## src/rtl/bus_store_scheduler.sv

```systemverilog
// ============================================================================
// Module   : bus_store_scheduler
// Purpose  : Transaction-level arbiter for the shared AXI write channel.
//            Two write masters (m0 = data-cache store path, m1 = uncached /
//            writeback path) compete for a single slave write port. The
//            winner owns AW, W and B from address issue until its write
//            response completes, so bursts from the two masters never
//            interleave.
// Ports    : clk, rst_n            - clock, asynchronous active-low reset
//            m{0,1}_aw*            - per-master write address channel
//            m{0,1}_w*             - per-master write data channel
//            m{0,1}_b*             - per-master write response channel
//            s_aw*, s_w*, s_b*     - single slave-side write port
//            owner                 - current / last granted master
//            busy                  - high whenever a transaction is active
// Config   : BUS_STORE_RR_EN       - when defined, simultaneous requests are
//                                    granted round-robin; otherwise m0 has
//                                    fixed priority.
// Revision : 1.0 - initial release
// ============================================================================
`default_nettype none

module bus_store_scheduler #(
    parameter int ADDR_W = 32,
    parameter int DATA_W = 32
) (
    input  logic                clk,
    input  logic                rst_n,
    // master 0
    input  logic                m0_awvalid,
    output logic                m0_awready,
    input  logic [ADDR_W-1:0]   m0_awaddr,
    input  logic [7:0]          m0_awlen,
    input  logic [2:0]          m0_awsize,
    input  logic                m0_wvalid,
    output logic                m0_wready,
    input  logic [DATA_W-1:0]   m0_wdata,
    input  logic [DATA_W/8-1:0] m0_wstrb,
    input  logic                m0_wlast,
    output logic                m0_bvalid,
    input  logic                m0_bready,
    output logic [1:0]          m0_bresp,
    // master 1
    input  logic                m1_awvalid,
    output logic                m1_awready,
    input  logic [ADDR_W-1:0]   m1_awaddr,
    input  logic [7:0]          m1_awlen,
    input  logic [2:0]          m1_awsize,
    input  logic                m1_wvalid,
    output logic                m1_wready,
    input  logic [DATA_W-1:0]   m1_wdata,
    input  logic [DATA_W/8-1:0] m1_wstrb,
    input  logic                m1_wlast,
    output logic                m1_bvalid,
    input  logic                m1_bready,
    output logic [1:0]          m1_bresp,
    // slave port
    output logic                s_awvalid,
    output logic [ADDR_W-1:0]   s_awaddr,
    output logic [7:0]          s_awlen,
    output logic [2:0]          s_awsize,
    input  logic                s_awready,
    output logic                s_wvalid,
    output logic [DATA_W-1:0]   s_wdata,
    output logic [DATA_W/8-1:0] s_wstrb,
    output logic                s_wlast,
    input  logic                s_wready,
    input  logic                s_bvalid,
    input  logic [1:0]          s_bresp,
    output logic                s_bready,
    // status
    output logic                owner,
    output logic                busy
);

    localparam logic [1:0] S_IDLE = 2'd0;
    localparam logic [1:0] S_AW   = 2'd1;
    localparam logic [1:0] S_W    = 2'd2;
    localparam logic [1:0] S_B    = 2'd3;

    logic [1:0] r_state;
    logic [1:0] w_state_nxt;
    logic       r_owner;
    logic       w_grant;
    logic       w_req_any;

    // Owner-selected handshake inputs, used by both next-state and output logic
    logic       w_own_awvalid;
    logic       w_own_wvalid;
    logic       w_own_wlast;
    logic       w_own_bready;

    assign w_req_any     = m0_awvalid | m1_awvalid;
    assign w_own_awvalid = r_owner ? m1_awvalid : m0_awvalid;
    assign w_own_wvalid  = r_owner ? m1_wvalid  : m0_wvalid;
    assign w_own_wlast   = r_owner ? m1_wlast   : m0_wlast;
    assign w_own_bready  = r_owner ? m1_bready  : m0_bready;

`ifdef BUS_STORE_RR_EN
    // Remembers who won the last grant; reset to 1 so m0 wins the first tie.
    logic r_last_grant;

    always_comb begin
        if (m0_awvalid && m1_awvalid) begin
            w_grant = ~r_last_grant;
        end else begin
            w_grant = m1_awvalid;
        end
    end

    always_ff @(posedge clk or negedge rst_n) begin
        if (!rst_n) begin
            r_last_grant <= 1'b1;
        end else if ((r_state == S_IDLE) && w_req_any) begin
            r_last_grant <= w_grant;
        end
    end
`else
    // Fixed priority: m1 is granted only when m0 is not asking.
    assign w_grant = m1_awvalid & ~m0_awvalid;
`endif

    // ------------------------------------------------------------------
    // State register (owner is latched only on the IDLE->AW edge)
    // ------------------------------------------------------------------
    always_ff @(posedge clk or negedge rst_n) begin
        if (!rst_n) begin
            r_state <= S_IDLE;
            r_owner <= 1'b0;
        end else begin
            r_state <= w_state_nxt;
            if ((r_state == S_IDLE) && w_req_any) begin
                r_owner <= w_grant;
            end
        end
    end

    // ------------------------------------------------------------------
    // Next-state logic
    // ------------------------------------------------------------------
    always_comb begin
        w_state_nxt = r_state;
        case (r_state)
            S_IDLE: if (w_req_any)                               w_state_nxt = S_AW;
            S_AW:   if (w_own_awvalid && s_awready)              w_state_nxt = S_W;
            S_W:    if (w_own_wvalid && s_wready && w_own_wlast) w_state_nxt = S_B;
            S_B:    if (s_bvalid && w_own_bready)                w_state_nxt = S_IDLE;
            default:                                             w_state_nxt = S_IDLE;
        endcase
    end

    // ------------------------------------------------------------------
    // Output logic: payloads follow the owner unconditionally, only the
    // valid/ready/bvalid strobes are qualified by state and ownership.
    // ------------------------------------------------------------------
    always_comb begin
        s_awaddr   = r_owner ? m1_awaddr : m0_awaddr;
        s_awlen    = r_owner ? m1_awlen  : m0_awlen;
        s_awsize   = r_owner ? m1_awsize : m0_awsize;
        s_wdata    = r_owner ? m1_wdata  : m0_wdata;
        s_wstrb    = r_owner ? m1_wstrb  : m0_wstrb;
        s_wlast    = r_owner ? m1_wlast  : m0_wlast;
        m0_bresp   = s_bresp;
        m1_bresp   = s_bresp;

        s_awvalid  = 1'b0;
        s_wvalid   = 1'b0;
        s_bready   = 1'b0;
        m0_awready = 1'b0;
        m1_awready = 1'b0;
        m0_wready  = 1'b0;
        m1_wready  = 1'b0;
        m0_bvalid  = 1'b0;
        m1_bvalid  = 1'b0;

        case (r_state)
            S_AW: begin
                s_awvalid  = w_own_awvalid;
                m0_awready = ~r_owner & s_awready;
                m1_awready =  r_owner & s_awready;
            end
            S_W: begin
                s_wvalid   = w_own_wvalid;
                m0_wready  = ~r_owner & s_wready;
                m1_wready  =  r_owner & s_wready;
            end
            S_B: begin
                s_bready   = w_own_bready;
                m0_bvalid  = ~r_owner & s_bvalid;
                m1_bvalid  =  r_owner & s_bvalid;
            end
            default: begin
            end
        endcase
    end

    assign owner = r_owner;
    assign busy  = (r_state != S_IDLE);

endmodule

`default_nettype wire
```

## config.mk

```make
export PLATFORM = sky130hd
export DESIGN_NAME = bus_store_scheduler
export DESIGN_NICKNAME = d
export VERILOG_FILES = /design/src/rtl/bus_store_scheduler.sv
export SDC_FILE = /design/constraint.sdc
export NUM_CORES = 1
export LEC_CHECK = 0
export ABC_AREA = 1
export CAP_MARGIN = 20
export CORE_AREA = 5 5 100 102
export CTS_CLUSTER_DIAMETER = 150
export DETAILED_ROUTE_END_ITERATION = 8
export DIE_AREA = 0 0 105 107
export PLACE_DENSITY = 0.66
export SETUP_SLACK_MARGIN = 0.1
export SYNTH_ARGS = -nofsm -noshare
export SYNTH_HDL_FRONTEND = slang
export SYNTH_SLANG_ARGS = --single-unit
```

## constraint.sdc

```tcl
create_clock -name clk -period 3.85 [get_ports clk]
set_clock_uncertainty 0.1 [all_clocks]
set_input_delay 0.385 -clock clk [delete_from_list [all_inputs] [get_ports clk]]
set_output_delay 0.385 -clock clk [all_outputs]
set_load 0.05 [all_outputs]
```

Yosys cells after proc, flatten, opt, wreduce, memory -nomap -nowiden:

Index checks and enable logic that the tools add are counted.

* eq/ne operators: 7
* mux-type cells: 23
* bitwise gates (word level): 10
* reduce and logical (&&, ||, !) cells: 8

Operators with widths (count)
* $mux 32: 2
* $mux 1: 13
* $mux 2: 4
* $mux 8: 1
* $ne 2x2->1 const B: 4
* $pmux 2 s4: 1
* $and 1x1->1: 7
* $logic_and 1x1->1: 5
* $eq 2x2->1 const B: 2
* $mux 4: 1
* $reduce_and 4->1: 1
* $mux 3: 1
* $eq 2x1->1 const B: 1
* $logic_not 2->1: 1
* $not 1->1: 2
* $reduce_bool 2->1: 1
* $or 1x1->1: 1

* register bits: 3
* logic and storage cells: 50

Longest topological paths before layout:

Gate-level depths: netlist (run 1).

* word-level depth: 5
* gate-level depth with buffers: 8

Worst setup path before layout (run 1):

OpenSTA, ideal clock, no wires.

* path type: reg2out
* from: register r_owner (netlist: owner)
* to: output port m1_bvalid
* arrival: 2153 ps
* path slack: 1212 ps
* cell stages (with the launch flop): 4
* buffers on the path: 1
* cell sequence: dfrtp_1 inv_2 clkbuf_1 nor3_1

* longest elaborated chain between the ends: 2

Ends and longest elaborated chain
* from (decl): RTL line 83 `logic r_owner;`
* from (signal assigned): RTL line 133 `r_owner <= w_grant;`
* $and 1x1->1: RTL line 190 `m1_bvalid = r_owner & s_bvalid;`
* $mux 1: RTL line 176 `case (r_state)`
* to (decl): RTL line 54 `output logic m1_bvalid,`

Every way passes these cells.

Final worst setup path (run 1):

* from: register r_state[0]
* to: output port m0_wready

* longest elaborated chain between the ends: 2

Ends and longest elaborated chain
* from (decl): RTL line 81 `logic [1:0] r_state;`
* from (signal assigned): RTL line 131 `r_state <= w_state_nxt;`
* $eq 2x2->1: RTL line 176
* $mux 1: RTL line 176
* to (decl): RTL line 36 `output logic m0_wready,`

Every way passes these cells.

==> summary.txt, run 1 <==
Status
  • Outcome: complete, no violations

Route
  • Drt initial violations: roughly 140
  • Vias/cell: just over 4
  • Vias post-DR: 2,725
  • Avg WL per Cell: 13.9 um
  • Router iterations before antenna repair: 4
  • Antenna-violating nets left: 0
  • Remaining DRCs: 0
  • Final wirelength: between 9000 and 10,000 um

Finish
  • Fill cells: about 940
  • Most frequent cells in the layout: 259 x clkdlybuf4s50_1, 256 x nand2_1, 12 x inv_1
  • Share of layout cells above drive strength 1: under 10%
  • Final Cell Area: 4080 sq um
  • N_diodes: 0
  • Layout Cells excl Fill: 674
  • Post-layout util: 45.2%
  • Area Overhead vs Synth: 201%
  • Final #Nets: between 700 and 800
  • Most common cell after layout, fill and taps aside: clkdlybuf4s50_1

Power
  • NetSw: between 2000 and 2500 uW
  • Int Power: 1150 uW
  • Switching fraction of total power: about two thirds
  • PD cells: 828 nW/um^2
  • Maximum VDD drop: 0.352 mV
  • Sequential Power Share: under 10%
  • P_leak: ~0.0020 uW
  • Combinational power share: around 95%
  • Clock share of power: 2.8%
  • Tot Pwr: around 3400 uW

Synth
  • Syn_area_per_cell: around 4.3 sq um
  • Cell Area, Synth: around 1400 sq um
  • Seq/Total Area, Yosys: about 5.5%
  • Netlist cell types: 16
  • Synth Register Bits: 3
  • Share of the synthesized area in the top cell type: between 70% and 80%
  • Synth Net Count: around 490
  • Post-synth top area cell: nand2_1
  • Synth Instances: approximately 320
  • Synth Warn #: 0
  • Top cells by area, synth: nand2_1 71%, buf_2 6.3%, dfrtp_1 5.5%

Hold path
  • Worst hold-check path type: in -> async

Place
  • DP HPWL: between 7000 and 8000 um
  • Placed Cells: 670
  • PortBufs: ~260
  • Placer Congestion: slightly above 0.8
  • Placed Area: ~4000 sq um

Worst setup path
  • Critical Path Sink Type: output pin
  • CP dominant cell by count: inv_1
  • CP Class: reg -> out
  • Reg2reg setup slack: between 2000 and 2500 ps
  • Critical path arrival: 2060 ps
  • Biggest cell delay along the critical path: 840 ps
  • Crit path launch type: register
  • Critical path's slowest cell: clkdlybuf4s50_1
  • Worst path cell trace: inv_1 -> ha_1 -> inv_1 -> nor3_1 -> clkdlybuf4s50_1
  • Worst Path Required: 3370 ps
  • Worst-path maximum fanout: 4

Flow run
  • Max Cap Violations: 0

Floorplan
  • Rows: 35
  • Die Area: 11,200 sq um
  • Top-level I/O count: approximately 270
  • Die height: between 100 and 150 um
  • Starting density of the core: ~15%
  • Die width: about 110 um
  • CORE AREA: about 9000 sq um

Clocking
  • Clk buf depth: 2
  • TritonCTS clock tree: yes
  • Worst-Skew Late Latency: between 200 and 250 ps
  • Setup repair bufs after CTS: 0
  • Clk sink count: 3
  • Num CTS Buffers: 3
  • Root Buffer: clkbuf_8
  • Htree depth: 1
  • Worst-path clk slew: roughly 40 ps
  • Hold_buf cts: 0
  • Post-CTS Resized: 0

STA
  • Setup TNS Final: 0 ps
  • Final hold violations: 0
  • Min Tclk post-route: ~2500 ps
  • RSZ-0062 raised after global routing: false
  • Setup violators final: 0
  • Final Cycle Share: between 60% and 70%
  • Slew @ Worst Pin: approximately 570 ps
  • Slew headroom: 62.1%
  • Slew Viols, Final: 0
  • Max Freq: slightly below 400 MHz

GRT
  • Vias in the first global route: about 2,700
  • Global-route wire length before repair: roughly 14,000 um
  • Initial antenna violation count: 0
  • Largest net degree at the start of global routing: 88
  • Total gr overflow: 0
  • GRT Resource Usage Total: 15.2%
-- cell type report --
| class | count | area, sq um | share of cell area, % |
|---|---|---|---|
| repair buffers | 264 | 2660 | 65.1 |
| multi-input cells | 279 | 1110 | 27.3 |
| well taps | 111 | 139 | 3.41 |
| flip-flops and latches | 3 | 76.3 | 1.87 |
| inverters | 13 | 48.8 | 1.20 |
| clock buffers | 4 | 45.0 | 1.10 |
-- state kept, by name, summed over array words and instances, names as in the netlist --
signal	flops
owner	1
r_state	2
-- cell usage after synthesis --
library cell,number
nand2_1,256
buf_2,17
inv_1,12
nor3_1,7
buf_4,4
ha_1,4
dfrtp_1,3
nand3_1,3
a21oi_1,2
nand4_1,2
o21ai_0,2
a21oi_2,1
clkbuf_1,1
inv_2,1
nand2_2,1
nor2_1,1
-- power by group through the flow --
stage,clock network [uW],registers [uW],logic [uW]
floorplan,0,85.4,2090
global placement,0,68.5,3220
detailed placement,0,70.0,3240
CTS,97.8,69.4,3250
global route,99.7,71.8,3410
finish,95.1,69.3,3210
-- critical path: cells and delay by family (launching register included) --
family | cells | cell delay [ps]
adders and majority gates | 1 | 170
buffers and inverters | 3 | 1050
DFF | 1 | 410
and+or+nand+nor | 1 | 210
-- final timing paths --
kind,start,end,depth (start not counted)
max,r_state[0],m0_wready,5
min,rst_n,r_state[1],1
max reg2reg,owner,r_state[0],9
min reg2reg,r_state[1],r_state[1],2
max in group asynchronous,rst_n,owner,1
min in group clk,r_state[1],r_state[1],2
-- kinds of logic (layout without fill, tap and decap cells) --
family | after synthesis | after routing | synth area share, %
compound gates | 5 | 5 | 2.12
simple gates | 270 | 270 | 76.3
fa+ha+maj | 4 | 4 | 3.69
flops | 3 | 3 | 5.54
buf+inv | 35 | 281 | 12.4
-- through the flow --
step           hold slack, ps  worst slack, ps
3_3_place_gp              416             1340
5_1_grt                   253             1160
2_1_floorplan           -10.6             1210
3_5_place_dp              428             1370
4_1_cts                   244             1300
6_report                  242             1300
-- per-layer routing --
metal / routed length [um] / global-route usage, %
met1: 3510 / 17.0
met2: 4890 / 28.2
met3: 850 / 4.64
met4: 132 / 2.92
met5: 0 / 0
Note: power is estimated with default switching activity, not from simulation.
==> run 2, diff against run 1 <==
CORE_AREA = 5 5 101 103   (was 5 5 100 102)
DIE_AREA = 0 0 106 108   (was 0 0 105 107)
PLACE_DENSITY = 0.68   (was 0.66)
clock period = 2.1 ns   (was 3.85 ns; I/O delays follow)
==> summary.txt, run 2 (synthesized netlist as in run 1, its figures left out) <==
Status
  • Outcome: complete, no violations

Route
  • Final wirelength: 9260 um (-1.3%)
  • Remaining DRCs: 0 (unchanged)
  • Antenna-violating nets left: 0 (unchanged)
  • Router iterations before antenna repair: 4 (unchanged)
  • Vias post-DR: 2,766 (+1.5%)
  • Vias/cell: 4.10 (+1.5%)
  • Avg WL per Cell: 13.7 um (-1.3%)
  • Drt initial violations: 89 (-34%)

Finish
  • N_diodes: 0 (unchanged)
  • Final #Nets: 741 (unchanged)
  • Most frequent cells in the layout: 256 x nand2_1, 170 x clkdlybuf4s50_1, 93 x buf_12
  • Most common cell after layout, fill and taps aside: nand2_1
  • Fill cells: 823 (-13%)
  • Max reg flops: 2 (unchanged)
  • Reg with most FFs: r_state
  • Area Overhead vs Synth: 270%
  • Share of layout cells above drive strength 1: 18.7% (+17 points)

Clocking
  • Root Buffer: clkbuf_8
  • Worst-path clk slew: 30 ps (about the same)
  • Worst-Skew Late Latency: 210 ps (about the same)
  • Clk sink count: 3 (unchanged)
  • Num CTS Buffers: 3 (unchanged)
  • Post-CTS Resized: 0 (unchanged)
  • Htree depth: 1 (unchanged)
  • Hold_buf cts: 0 (unchanged)
  • TritonCTS clock tree: yes
  • Clk buf depth: 2 (unchanged)
  • Setup repair bufs after CTS: 0 (unchanged)

Worst setup path
  • Reg2reg path depth: 8 (-1)
  • R2R Path End: r_state[0]
  • Reg2reg setup slack: 490 ps (-1650 ps)
  • Critical path arrival: 1540 ps (-520 ps)
  • Critical Path Sink Type: output pin
  • CP Class: reg -> out
  • Crit path launch type: register
  • Worst Path Required: 1790 ps (-1580 ps)
  • Worst reg2reg path startpoint: owner
  • Worst-path maximum fanout: 87 (+83)

STA
  • Final setup margin: 253 ps (-1050 ps)
  • RSZ-0062 raised after global routing: false
  • Setup violators final: 0 (unchanged)
  • Slew Viols, Final: 0 (unchanged)
  • Final hold violations: 0 (unchanged)
  • Min Tclk post-route: about 1800 ps
  • Final Cycle Share: between 80% and 90%
  • Slew @ Worst Pin: 392 ps (-175 ps)
  • Max Freq: roughly 540 MHz
  • Slew headroom: 73.8% (+12 points)
  • Setup TNS Final: 0 ps (unchanged)

Floorplan
  • Top-level I/O count: 268 (unchanged)
  • Die Area: 11,400 sq um (+1.9%)
  • Starting density of the core: 14.9% (-0.14 points)
  • CORE AREA: 9110 sq um (+0.97%)
  • Die height: 108 um (+0.93%)
  • Rows: 35 (unchanged)
  • Die width: 106 um (+0.95%)

Flow run
  • Max Cap Violations: 0 (unchanged)

Place
  • PortBufs: 261 (unchanged)
  • DP HPWL: 8160 um (+2.8%)
  • Pre-CTS WS: 469 ps (-901 ps)
  • Placer Congestion: 0.796 (-2.4%)

Power
  • Maximum VDD drop: 0.882 mV (+150%)
  • PD cells: 1610 nW/um^2 (+95%)
  • P_leak: 0.00245 uW (+25%)

GRT
  • Vias in the first global route: 2,792 (+4.8%)
  • Global-route wire length before repair: 14,000 um (about the same)
  • Largest net degree at the start of global routing: 88 (unchanged)
  • GRT Resource Usage Total: 15.0% (-0.17 points)
  • Total gr overflow: 0 (unchanged)
  • Initial antenna violation count: 0 (unchanged)

Hold path
  • Worst hold-check path type: in -> async
==> run 2: changes by cell type in the layout (fill, tap and decap cells not counted), sizes merged <==
cell / change
buf: +89
clkdlybuf4s50: -89
==> run 2: worst max-delay path by stage <==
stage / from / cells past startpoint / slack (ps) / endpoint
floorplan: owner / 3 / -310 / m1_awready
global placement: owner / 5 / 480 / s_wdata[17]
detailed placement: owner / 5 / 470 / s_awlen[7]
CTS: owner / 4 / 240 / s_wvalid
global route: owner / 4 / 140 / s_wvalid
finish: owner / 4 / 250 / s_wvalid
==> run 2: metal layers <==
layer  wire length (um)  global-route usage [%]  part of all wire, %  vias to the layer above
met1               3120                    15.0                   34                     1182
met5                  0                       0                    0                        -
met2               5030                    29.6                   54                      147
met3               1020                    5.97                   11                        8
met4                 93                    2.50                  1.0                        0
li1                   -                       -                    -                     1429
==> run 2: per-stage QoR <==
step	instance area [sq um]	util [%]	hold slack (ps)	total power, uW	instances
after floorplan	1380	-	-186	4010	317
after global placement	4970	54.6	312	7920	670
after detailed placement	4970	54.6	321	7990	670
after CTS	5020	55.1	102	8170	674
after global routing	5020	55.1	111	8450	674
final	5020	55.1	102	8080	674
==> run 2: worst max-delay path, stage by stage, from the launching register on <==
cell and delay, ps:
dfrtp_2 380, buf_12 310, nand2_1 130, a21oi_1 280
buf_12 180
==> run 2: area by class of cell <==
type,instances,area (sq um),share of cell area (%)
clock buffer,4,45.0,0.898
inverter,13,48.8,0.972
multi-input combinational,279,1140,22.7
sequential,3,76.3,1.52
tap,111,139,2.77
timing repair buffer,264,3570,71.2
==> run 2: report_power, final <==
group,switching [uW],total [uW],internal (uW),leakage (uW)
clock network,35.9,165,129,0.0000228
registers,36.4,129,92.3,0.0000352
logic,4400,7790,3390,0.00239
